<file path="config.mk">
export PLATFORM = sky130hd
export DESIGN_NAME = iter_shift_ctrl
export DESIGN_NICKNAME = d
export VERILOG_FILES = /design/src/rtl/iter_shift_pkg.sv /design/src/rtl/iter_shift_stage.sv /design/src/rtl/iter_shift_ctrl.sv
export SDC_FILE = /design/constraint.sdc
export NUM_CORES = 1
export LEC_CHECK = 0
export ABC_AREA = 1
export BUFFER_PORTS_ARGS = -buffer_cell sky130_fd_sc_hd__buf_2
export CORE_ASPECT_RATIO = 1.5
export CORE_MARGIN = 2
export CORE_UTILIZATION = 50
export DETAILED_ROUTE_END_ITERATION = 7
export PLACE_DENSITY = 0.76
export SETUP_SLACK_MARGIN = 0.3
export SYNTH_ARGS = -nofsm -noshare
export SYNTH_HDL_FRONTEND = slang
export SYNTH_SLANG_ARGS = --single-unit
</file>
<file path="constraint.sdc">
create_clock -name clk -period 1.5 [get_ports clk]
set_input_delay 0.15 -clock clk [delete_from_list [all_inputs] [get_ports clk]]
set_output_delay 0.15 -clock clk [all_outputs]
set_load 0.1 [all_outputs]
</file>
<file path="src/rtl/iter_shift_pkg.sv">
// Shared types and constants for the iterative shift sequencer.
// Latency: none, declarations only.
// Backpressure: not applicable.
package iter_shift_pkg;

    localparam int DATA_W = 16;
    localparam int AMT_W  = 4;
    // Pair-step counter holds amt[3:1]
    localparam int CNT_W  = AMT_W - 1;

    localparam logic [1:0] OP_ROL = 2'b00;
    localparam logic [1:0] OP_SLL = 2'b01;
    localparam logic [1:0] OP_ROR = 2'b10;
    localparam logic [1:0] OP_SRL = 2'b11;

    typedef enum logic [1:0] {
        ST_IDLE = 2'b00,
        ST_ODD  = 2'b01,
        ST_PAIR = 2'b10,
        ST_DONE = 2'b11
    } state_t;

endpackage

</file>
<file path="src/rtl/iter_shift_stage.sv">
// One shift/rotate step of 1 or 2 bit positions on the accumulator.
// Latency: combinational.
// Backpressure: none; the controller decides when the result is captured.
module iter_shift_stage
    import iter_shift_pkg::*;
(
    input  logic [DATA_W-1:0] acc,
    input  logic [1:0]        op,
    input  logic              two_step,
    output logic [DATA_W-1:0] res
);

    // Rotates wrap the end bits around, logical shifts fill with zero
    always_comb begin
        res = acc;
        if (two_step) begin
            case (op)
                OP_ROL:  res = {acc[DATA_W-3:0], acc[DATA_W-1:DATA_W-2]};
                OP_SLL:  res = {acc[DATA_W-3:0], 2'b00};
                OP_ROR:  res = {acc[1:0], acc[DATA_W-1:2]};
                default: res = {2'b00, acc[DATA_W-1:2]};
            endcase
        end else begin
            case (op)
                OP_ROL:  res = {acc[DATA_W-2:0], acc[DATA_W-1]};
                OP_SLL:  res = {acc[DATA_W-2:0], 1'b0};
                OP_ROR:  res = {acc[0], acc[DATA_W-1:1]};
                default: res = {1'b0, acc[DATA_W-1:1]};
            endcase
        end
    end

endmodule

</file>
<file path="src/rtl/iter_shift_ctrl.sv">
// Iterative 16-bit rotate/shift sequencer: one 1-bit step for odd amounts, then 2-bit steps.
// Latency: done in cycle 1 + amt[0] + amt[3:1] after start acceptance (1..9 cycles).
// Backpressure: one op in flight; start while busy is dropped. ITER_SHIFT_ABORT_EN adds abort.
module iter_shift_ctrl
    import iter_shift_pkg::*;
(
    input  logic              clk,
    input  logic              rst_n,
`ifdef ITER_SHIFT_ABORT_EN
    input  logic              abort,
`endif
    input  logic              start,
    input  logic [DATA_W-1:0] in,
    input  logic [1:0]        oper,
    input  logic [AMT_W-1:0]  amt,
    output logic              busy,
    output logic              done,
    output logic [DATA_W-1:0] out
);

    localparam logic [CNT_W-1:0] CNT_ONE = CNT_W'(1);

    state_t            r_state;
    logic [DATA_W-1:0] r_acc;
    logic [DATA_W-1:0] r_out;
    logic [1:0]        r_op;
    logic [CNT_W-1:0]  r_cnt;
    logic              r_busy;
    logic              r_done;

    logic              w_two_step;
    logic [DATA_W-1:0] w_step;
    logic              w_abort;

`ifdef ITER_SHIFT_ABORT_EN
    assign w_abort = abort;
`else
    assign w_abort = 1'b0;
`endif

    assign w_two_step = (r_state == ST_PAIR);

    iter_shift_stage u_stage (
        .acc      (r_acc),
        .op       (r_op),
        .two_step (w_two_step),
        .res      (w_step)
    );

    // Sequencer: the result register is loaded on the edge entering DONE so it lines up with done
    always_ff @(posedge clk or negedge rst_n) begin
        if (!rst_n) begin
            r_state <= ST_IDLE;
            r_acc   <= '0;
            r_out   <= '0;
            r_op    <= OP_ROL;
            r_cnt   <= '0;
            r_busy  <= 1'b0;
            r_done  <= 1'b0;
        end else begin
            r_done <= 1'b0;
            case (r_state)
                ST_IDLE: begin
                    if (start) begin
                        r_acc  <= in;
                        r_op   <= oper;
                        r_cnt  <= amt[AMT_W-1:1];
                        r_busy <= 1'b1;
                        if (amt[0]) begin
                            r_state <= ST_ODD;
                        end else if (amt[AMT_W-1:1] != '0) begin
                            r_state <= ST_PAIR;
                        end else begin
                            r_state <= ST_DONE;
                            r_out   <= in;
                            r_done  <= 1'b1;
                        end
                    end
                end
                ST_ODD: begin
                    if (w_abort) begin
                        r_state <= ST_IDLE;
                        r_busy  <= 1'b0;
                    end else begin
                        r_acc <= w_step;
                        if (r_cnt != '0) begin
                            r_state <= ST_PAIR;
                        end else begin
                            r_state <= ST_DONE;
                            r_out   <= w_step;
                            r_done  <= 1'b1;
                        end
                    end
                end
                ST_PAIR: begin
                    if (w_abort) begin
                        r_state <= ST_IDLE;
                        r_busy  <= 1'b0;
                    end else begin
                        r_acc <= w_step;
                        r_cnt <= r_cnt - CNT_ONE;
                        if (r_cnt == CNT_ONE) begin
                            r_state <= ST_DONE;
                            r_out   <= w_step;
                            r_done  <= 1'b1;
                        end
                    end
                end
                default: begin
                    r_state <= ST_IDLE;
                    r_busy  <= 1'b0;
                end
            endcase
        end
    end

    assign busy = r_busy;
    assign done = r_done;
    assign out  = r_out;

endmodule

</file>
==> results of run 1 <==
==> repair_timing <==
action                                 in CTS  in global routing
setup endpoints to repair                  58                 42
setup buffers                              12                  6
hold buffers                                1                  0
resized for setup                          60                 53
endpoints found under the hold margin      41                  0
pin swaps                                  17                 11
cloned                                      0                  1
==> tightest hold or removal path: cells and delay by family <==
kind,cells,cell delay [ns]
simple gates,1,0.04
buf+inv,1,0.08
compound gates,1,0.06
==> metrics by stage <==
stage               util, %  cells  worst slack [ns]  TNS [ns]  hold WS (ns)
detailed placement    59.31    411          -0.06196   -0.7489        0.1399
finish                74.58    439          -0.08163   -0.6135       0.07151
floorplan                 -    324           0.05760         0       -0.1456
CTS                   68.69    432           0.07567         0       0.06905
global placement      59.31    411           0.01127         0        0.1423
global route          74.58    439           -0.1382    -2.088        0.1060
==> flip-flops by register name, indices dropped and copies added, names as in the netlist <==
signal   flops
busy         1
done         1
out         16
r_acc       16
r_cnt        3
r_op         2
r_state      2
==> metal layers <==
metal,routed length [um],GRT usage (%),vias to the layer above
met2,3781,43.87,80
met3,272,3.250,16
met4,188,10.10,0
li1,-,-,1190
met1,2543,30.47,1162
met5,0,0,-
==> worst paths after layout <==
path / startpoint / to / slack [ns] / cells after the start
min in group asynchronous: rst_n / out[5] / 0.35 / 3
max in group asynchronous: rst_n / r_cnt[0] / 0.93 / 3
setup reg to reg: r_state[0] / r_acc[3] / -0.08 / 8
setup / recovery: r_state[0] / r_acc[3] / -0.08 / 8
hold reg to reg: out[8] / out[8] / 0.49 / 2
hold / removal: oper[0] / r_op[0] / 0.07 / 3
==> cell families after synthesis <==
family	Yosys count	share of synthesized area (%)
AND/OR/NAND/NOR	210	37.26
flip-flops	41	44.09
AO/OA/AOI/OAI	33	8.334
buffers and inverters	32	6.021
adder cells (fa/ha/maj)	8	4.301
==> final cells by class <==
type	count	share of cell area, %
clock inverters	1	0.1490
flip-flops and latches	41	30.61
repair buffers	74	18.51
clock buffers	7	2.868
inverters	17	3.203
well taps	48	1.788
multi-input cells	251	42.87
==> cell usage in the layout, fill, tap and decap left out, types with 2 or more instances in the layout <==
| cell type | Yosys | layout |
|---|---|---|
| nand2_1 | 137 | 118 |
| nand3_1 | 53 | 51 |
| dfrtp_1 | 41 | 39 |
| buf_4 | 1 | 32 |
| buf_2 | 7 | 24 |
| nand2_2 | 0 | 17 |
| a31oi_1 | 13 | 11 |
| nor2_4 | 0 | 9 |
| nor2_1 | 16 | 9 |
| clkbuf_8 | 0 | 7 |
| inv_2 | 8 | 6 |
| o21ai_1 | 2 | 5 |
| ha_4 | 0 | 5 |
| buf_8 | 0 | 5 |
| buf_6 | 1 | 5 |
| inv_1 | 8 | 4 |
| a21oi_2 | 1 | 4 |
| buf_12 | 0 | 4 |
| nand2_4 | 0 | 2 |
| inv_6 | 0 | 2 |
| nand3_2 | 1 | 2 |
| inv_4 | 0 | 2 |
| a21oi_4 | 0 | 2 |
| o21ai_0 | 7 | 2 |
| ha_1 | 8 | 2 |
| clkbuf_4 | 0 | 2 |
| dfrtp_2 | 0 | 2 |
==> impl_metrics.py, run 1 <==
metrics = {
    "outcome": {
        "run_status": "finished, violations left",
        "violations": "setup timing",
    },
    "critical_path": {
        "cp.arrival_ns": 1.79,
        "setup.worst_path.end_class": "flop",
        "cell_by_cell_listing_of_the_critical_path": "inv_2 -> ha_4 -> inv_4 -> nor2_4 -> nor2_4 -> buf_8 -> nor2_4 -> a31oi_1",
        "critical_path_required_ns": 1.71,
        "timing.critical_path.fanout_max": 7,
        "worst_path_most_repeated_cell": "nor2_4",
        "cp_top_family": "flip-flops",
        "crit_path_start_kind": "flop",
        "critical_path.n_buffers_inverters": 3,
        "worst-setup-path-type": "reg -> reg",
        "timing.critical_path.slowest_cell_delay_ns": 0.46,
        "critical-path-slowest-cell": "dfrtp_1",
    },
    "placed_design": {
        "portBuffers": 42,
        "dpl_cell_area_um2": 2671,
        "routabilityCongestion": 0.8595,
        "detailed_placer_s_ending_hpwl_mm": 4.124,
    },
    "route": {
        "drt.antenna.violating_nets": 0,
        "finalWirelength_mm": 6.785,
        "drt_pass1_iterations": 4,
        "vias": 2448,
        "post_drt_via_cell_ratio": 5.576,
        "avgRoutedWirePerCell_um": 15.46,
        "dr.first_iter.drc_count": 144,
        "drc_violations": 0,
    },
    "yosys": {
        "synth_edf_count": 0,
        "synthDominantCellAreaShare_pct": 44.09,
        "synth_sequential_area_ratio_pct": 44.09,
        "async_flop_share_pct": 100.0,
        "synth_seq_cells": 41,
        "top_cells_by_area_synth": "dfrtp_1 (44%), nand2_1 (22%), nand3_1 (11%)",
        "yosysMostFrequentCell": "nand2_1",
        "cells_after_synth": 324,
        "avgSynthCellArea_um2": 7.183,
        "netlist_area_um2": 2327,
        "mappedNetlistNets": 357,
        "synthFlopType": "dfrtp_1",
        "yosysTopAreaCell": "dfrtp_1",
        "yosysUniqueCellTypes": 25,
        "yosys-top-cells-count": "nand2_1 (137), nand3_1 (53), dfrtp_1 (41), nor2_1 (16), a31oi_1 (13)",
        "synthesis.yosys.warnings": 0,
    },
    "global_routing": {
        "grt.total_usage_pct": 25.08,
        "gr-total-overflow": 0,
        "grt_first_pass_wirelength_mm": 10.05,
        "via_count_of_the_first_global_routing_pass": 2282,
        "largest_net_degree_at_the_start_of_global_routing": 42,
        "antenna_found_initial": 0,
    },
    "clocking": {
        "ctsLongestPathBuffers": 2,
        "clock_edge_transition_at_the_registers_on_the_reported_setup_and_hold_paths_ns": 0.08,
        "cts_htree_levels": 2,
        "cts.root.buffer_cell": "clkbuf_8",
        "numClockSinks": 41,
        "cts_tree": "yes",
        "numCtsBuffers": 5,
        "insertion_delay_ns": 0.30,
    },
    "timing": {
        "fmaxAchievable_ghz": 0.6323,
        "report.final.setup_viol": 28,
        "final_hold_viol_count": 0,
        "post_route_minimum_period_ns": 1.582,
        "period_share_pct": 105.4,
        "tightestPinTransition_ns": 0.3610,
        "fin_ws_ns": -0.08163,
        "final_max_slew_viol_count": 0,
        "slew_headroom_pct": 75.75,
        "fin_worst_skew_ns": 0.004001,
        "grt_setup_unrepaired": "yes",
    },
    "die": {
        "core_region_area_um2": 4504,
        "floorplan.rows": 30,
        "floorplan.die_area_um2": 5227,
        "fp.dieW_um": 59.71,
        "floorplan.die.height_um": 87.56,
        "num_ports": 43,
        "starting_density_pct": 51.67,
    },
    "final_layout": {
        "design_area_um2": 3359,
        "ff_latch_area_um2": 1028,
        "syn_to_final_growth_pct": 44.35,
        "layout.filler_cells": 334,
        "antenna-diode-count": 0,
        "post_route_cells_drive_above_1_share_pct": 36.83,
        "multiInputGateArea_um2": 1440,
        "nets": 423,
    },
    "run": {
        "max_cap_violations": 0,
    },
    "worst_hold_path": {
        "min-delay-path-class": "in -> reg",
    },
}
Power of run 1 is not shown: default switching activity piles up to over one toggle a cycle in this logic, so the estimate is an artifact.
==> run 2: changes to the inputs <==
--- a/config.mk
+++ b/config.mk
@@ -8,11 +8,12 @@
 export ABC_AREA = 1
 export BUFFER_PORTS_ARGS = -buffer_cell sky130_fd_sc_hd__buf_2
 export CORE_ASPECT_RATIO = 1.5
-export CORE_MARGIN = 2
-export CORE_UTILIZATION = 50
+export CORE_UTILIZATION = 51
 export DETAILED_ROUTE_END_ITERATION = 7
-export PLACE_DENSITY = 0.76
+export PLACE_DENSITY = 0.77
+export REMOVE_ABC_BUFFERS = 1
 export SETUP_SLACK_MARGIN = 0.3
 export SYNTH_ARGS = -nofsm -noshare
 export SYNTH_HDL_FRONTEND = slang
+export SYNTH_HIERARCHICAL = 1
 export SYNTH_SLANG_ARGS = --single-unit
==> impl_metrics.py, run 2 <==
metrics = {
    "clocking": {
        "cts.root.buffer_cell": "clkbuf_8",
        "numCtsBuffers": 5,
        "clock_edge_transition_at_the_registers_on_the_reported_setup_and_hold_paths_ns": 0.08,
        "cts_tree": "yes",
        "ctsLongestPathBuffers": 2,
        "numClockSinks": 41,
        "cts_htree_levels": 2,
        "insertion_delay_ns": 0.30,
    },
    "yosys": {
        "synth_edf_count": 0,
        "netlist_area_um2": 2476,
        "yosysUniqueCellTypes": 24,
        "synth.area.mux_share_pct": 0,
        "top_cells_by_area_synth": "dfrtp_1 (41%), nand2_1 (23%), nand3_1 (8.9%)",
        "yosys-top-cells-count": "nand2_1 (151), nand3_1 (44), dfrtp_1 (41), nor2_1 (24), a31oi_1 (16)",
        "synthDominantCellAreaShare_pct": 41.44,
        "synthFlopType": "dfrtp_1",
        "synth_seq_cells": 41,
        "synth-compound-area-share_pct": 8.236,
        "cells_after_synth": 356,
        "main_combinational_cell_family_by_area_after_synthesis": "simple AND/OR/NAND/NOR gates",
        "synth_fa_ha_area_share_pct": 3.537,
        "avgSynthCellArea_um2": 6.955,
        "yosys.area_share.xor_xnor_pct": 0,
        "basic_gate_share_of_the_synthesized_area_counting_and_or_nand_and_nor_cells_pct": 39.97,
        "async_flop_share_pct": 100.0,
        "yosysMostFrequentCell": "nand2_1",
        "synthesis.yosys.warnings": 6,
        "synth_sequential_area_ratio_pct": 41.44,
        "yosysTopAreaCell": "dfrtp_1",
    },
    "route": {
        "drt_pass1_iterations": 6,
        "finalWirelength_mm": 9.241,
        "vias": 2975,
        "post_drt_via_cell_ratio": 6.022,
        "drc_violations": 0,
        "drt.antenna.violating_nets": 0,
        "dr.first_iter.drc_count": 310,
        "avgRoutedWirePerCell_um": 18.71,
    },
    "final_layout": {
        "syn_to_final_growth_pct": 48.26,
        "fin_cells": 494,
        "layout.filler_cells": 296,
        "most_common_library_cell_in_the_layout_ignoring_fill_and_taps": "nand2_1",
        "nets": 462,
        "mostFrequentLayoutCells": "nand2_1 (134), dfrtp_1 (39), nand3_1 (28), buf_4 (28)",
        "finish.utilization_pct": 80.16,
        "antenna-diode-count": 0,
        "post_route_cells_drive_above_1_share_pct": 35.12,
    },
    "placed_design": {
        "portBuffers": 42,
        "routabilityCongestion": 0.9858,
        "detailed_placer_s_ending_hpwl_mm": 4.635,
        "pre_cts_ws_ns": -0.1787,
        "post-place-cells": 472,
    },
    "critical_path": {
        "cp_top_family": "flip-flops",
        "critical_path_required_ns": 1.70,
        "critical_path.n_buffers_inverters": 3,
        "timing.critical_path.slowest_cell_delay_ns": 0.42,
        "worst-setup-path-type": "reg -> reg",
        "timing.critical_path.fanout_max": 5,
        "crit_path_start_kind": "flop",
        "cp.arrival_ns": 1.78,
        "critical-path-slowest-cell": "dfrtp_1",
        "setup.worst_path.end_class": "flop",
        "cell_by_cell_listing_of_the_critical_path": "inv_2 -> ha_4 -> buf_6 -> inv_1 -> or2_2 -> a21oi_2 -> nor2_1",
    },
    "die": {
        "floorplan.rows": 30,
        "floorplan.die_area_um2": 5143,
        "num_ports": 43,
        "fp.dieW_um": 58.89,
        "core_region_area_um2": 4579,
        "starting_density_pct": 54.07,
        "floorplan.die.height_um": 87.34,
    },
    "timing": {
        "final_max_slew_viol_count": 0,
        "fmaxAchievable_ghz": 0.6300,
        "fin_ws_ns": -0.08720,
        "final_hold_viol_count": 0,
        "report.final.setup_viol": 34,
        "grt_setup_unrepaired": "yes",
        "slew_headroom_pct": 65.04,
        "tightestPinTransition_ns": 0.5245,
        "fin_worst_skew_ns": 0.005647,
        "period_share_pct": 105.8,
        "post_route_minimum_period_ns": 1.587,
    },
    "global_routing": {
        "grt_busiest_layer": "met2",
        "antenna_found_initial": 0,
        "met1_usage_pct": 36.66,
        "gr-total-overflow": 0,
        "grt.total_usage_pct": 32.61,
        "grt_util_met3_pct": 4.606,
        "grt_first_pass_wirelength_mm": 12.49,
        "largest_net_degree_at_the_start_of_global_routing": 23,
        "via_count_of_the_first_global_routing_pass": 2707,
        "global_route.usage.met2_pct": 57.13,
    },
    "worst_hold_path": {
        "min-delay-path-class": "in -> reg",
    },
    "run": {
        "max_cap_violations": 0,
    },
    "outcome": {
        "run_status": "finished, violations left",
        "violations": "setup timing",
    },
}
-- run 2: cell count changes after synthesis, moves of 4 or more --
cell,change
and2_1,+12
inv_1,+7
clkbuf_1,-4
nand2_1,+14
nand3_1,-9
nor2_1,+8
-- run 2: layout make-up --
type / count / area (um^2) / share of cell area, %
clock buffers: 6 / 82.58 / 2.249
clock inverters: 1 / 7.507 / 0.2045
repair buffers: 81 / 785.8 / 21.40
well taps: 64 / 80.08 / 2.181
multi-input cells: 280 / 1595 / 43.46
inverters: 21 / 91.34 / 2.488
flip-flops and latches: 41 / 1028 / 28.02
-- run 2: cell families (layout without fill, tap and decap cells) --
logic type / after synthesis / after routing
buffers and inverters: 36 / 109
adder cells (fa/ha/maj): 7 / 7
AND/OR/NAND/NOR: 237 / 238
AO/OA/AOI/OAI: 35 / 35
flip-flops: 41 / 41
-- run 2: worst paths after layout --
| path | slack (ns) | end | start | cells past startpoint |
|---|---|---|---|---|
| min reg2reg | 0.48 | out[7] | out[7] | 2 |
| max | -0.09 | r_cnt[2] | r_state[0] | 7 |
| max reg2reg | -0.09 | r_cnt[2] | r_state[0] | 7 |
| max in group asynchronous | 0.64 | r_acc[4] | rst_n | 3 |
| min in group asynchronous | 0.35 | r_state[1] | rst_n | 2 |
| min | 0.05 | r_op[1] | oper[1] | 3 |
-- run 2: tightest hold or removal path, delay by kind of cell --
family	cells	cell delay, ns
AND/OR/NAND/NOR	2	0.09
buffers and inverters	1	0.08
-- run 2: routing by layer --
layer / routed length (um) / vias to the layer above
met5: 0 / -
met4: 576 / 0
met3: 810 / 75
met2: 4735 / 220
met1: 3118 / 1383
li1: - / 1297
-- run 2: what timing repair did --
action,4_1_cts,5_1_grt
cloned,5,2
pin swaps,16,32
gates resized for setup,70,49
setup endpoints to repair,58,42
setup buffers,5,2
endpoints found under the hold margin,19,0
hold buffers,1,0
-- run 2: stage by stage --
step	setup TNS [ns]	hold WS, ns	cell area [um^2]
after floorplan	-13.19	-0.1456	2386
after global placement	-2.179	0.1435	2914
after detailed placement	-2.795	0.1451	2914
after CTS	-0.06743	0.04730	3388
after global routing	-2.961	0.07085	3671
final	-1.478	0.05374	3671
Power of run 2 is left out for the same reason.
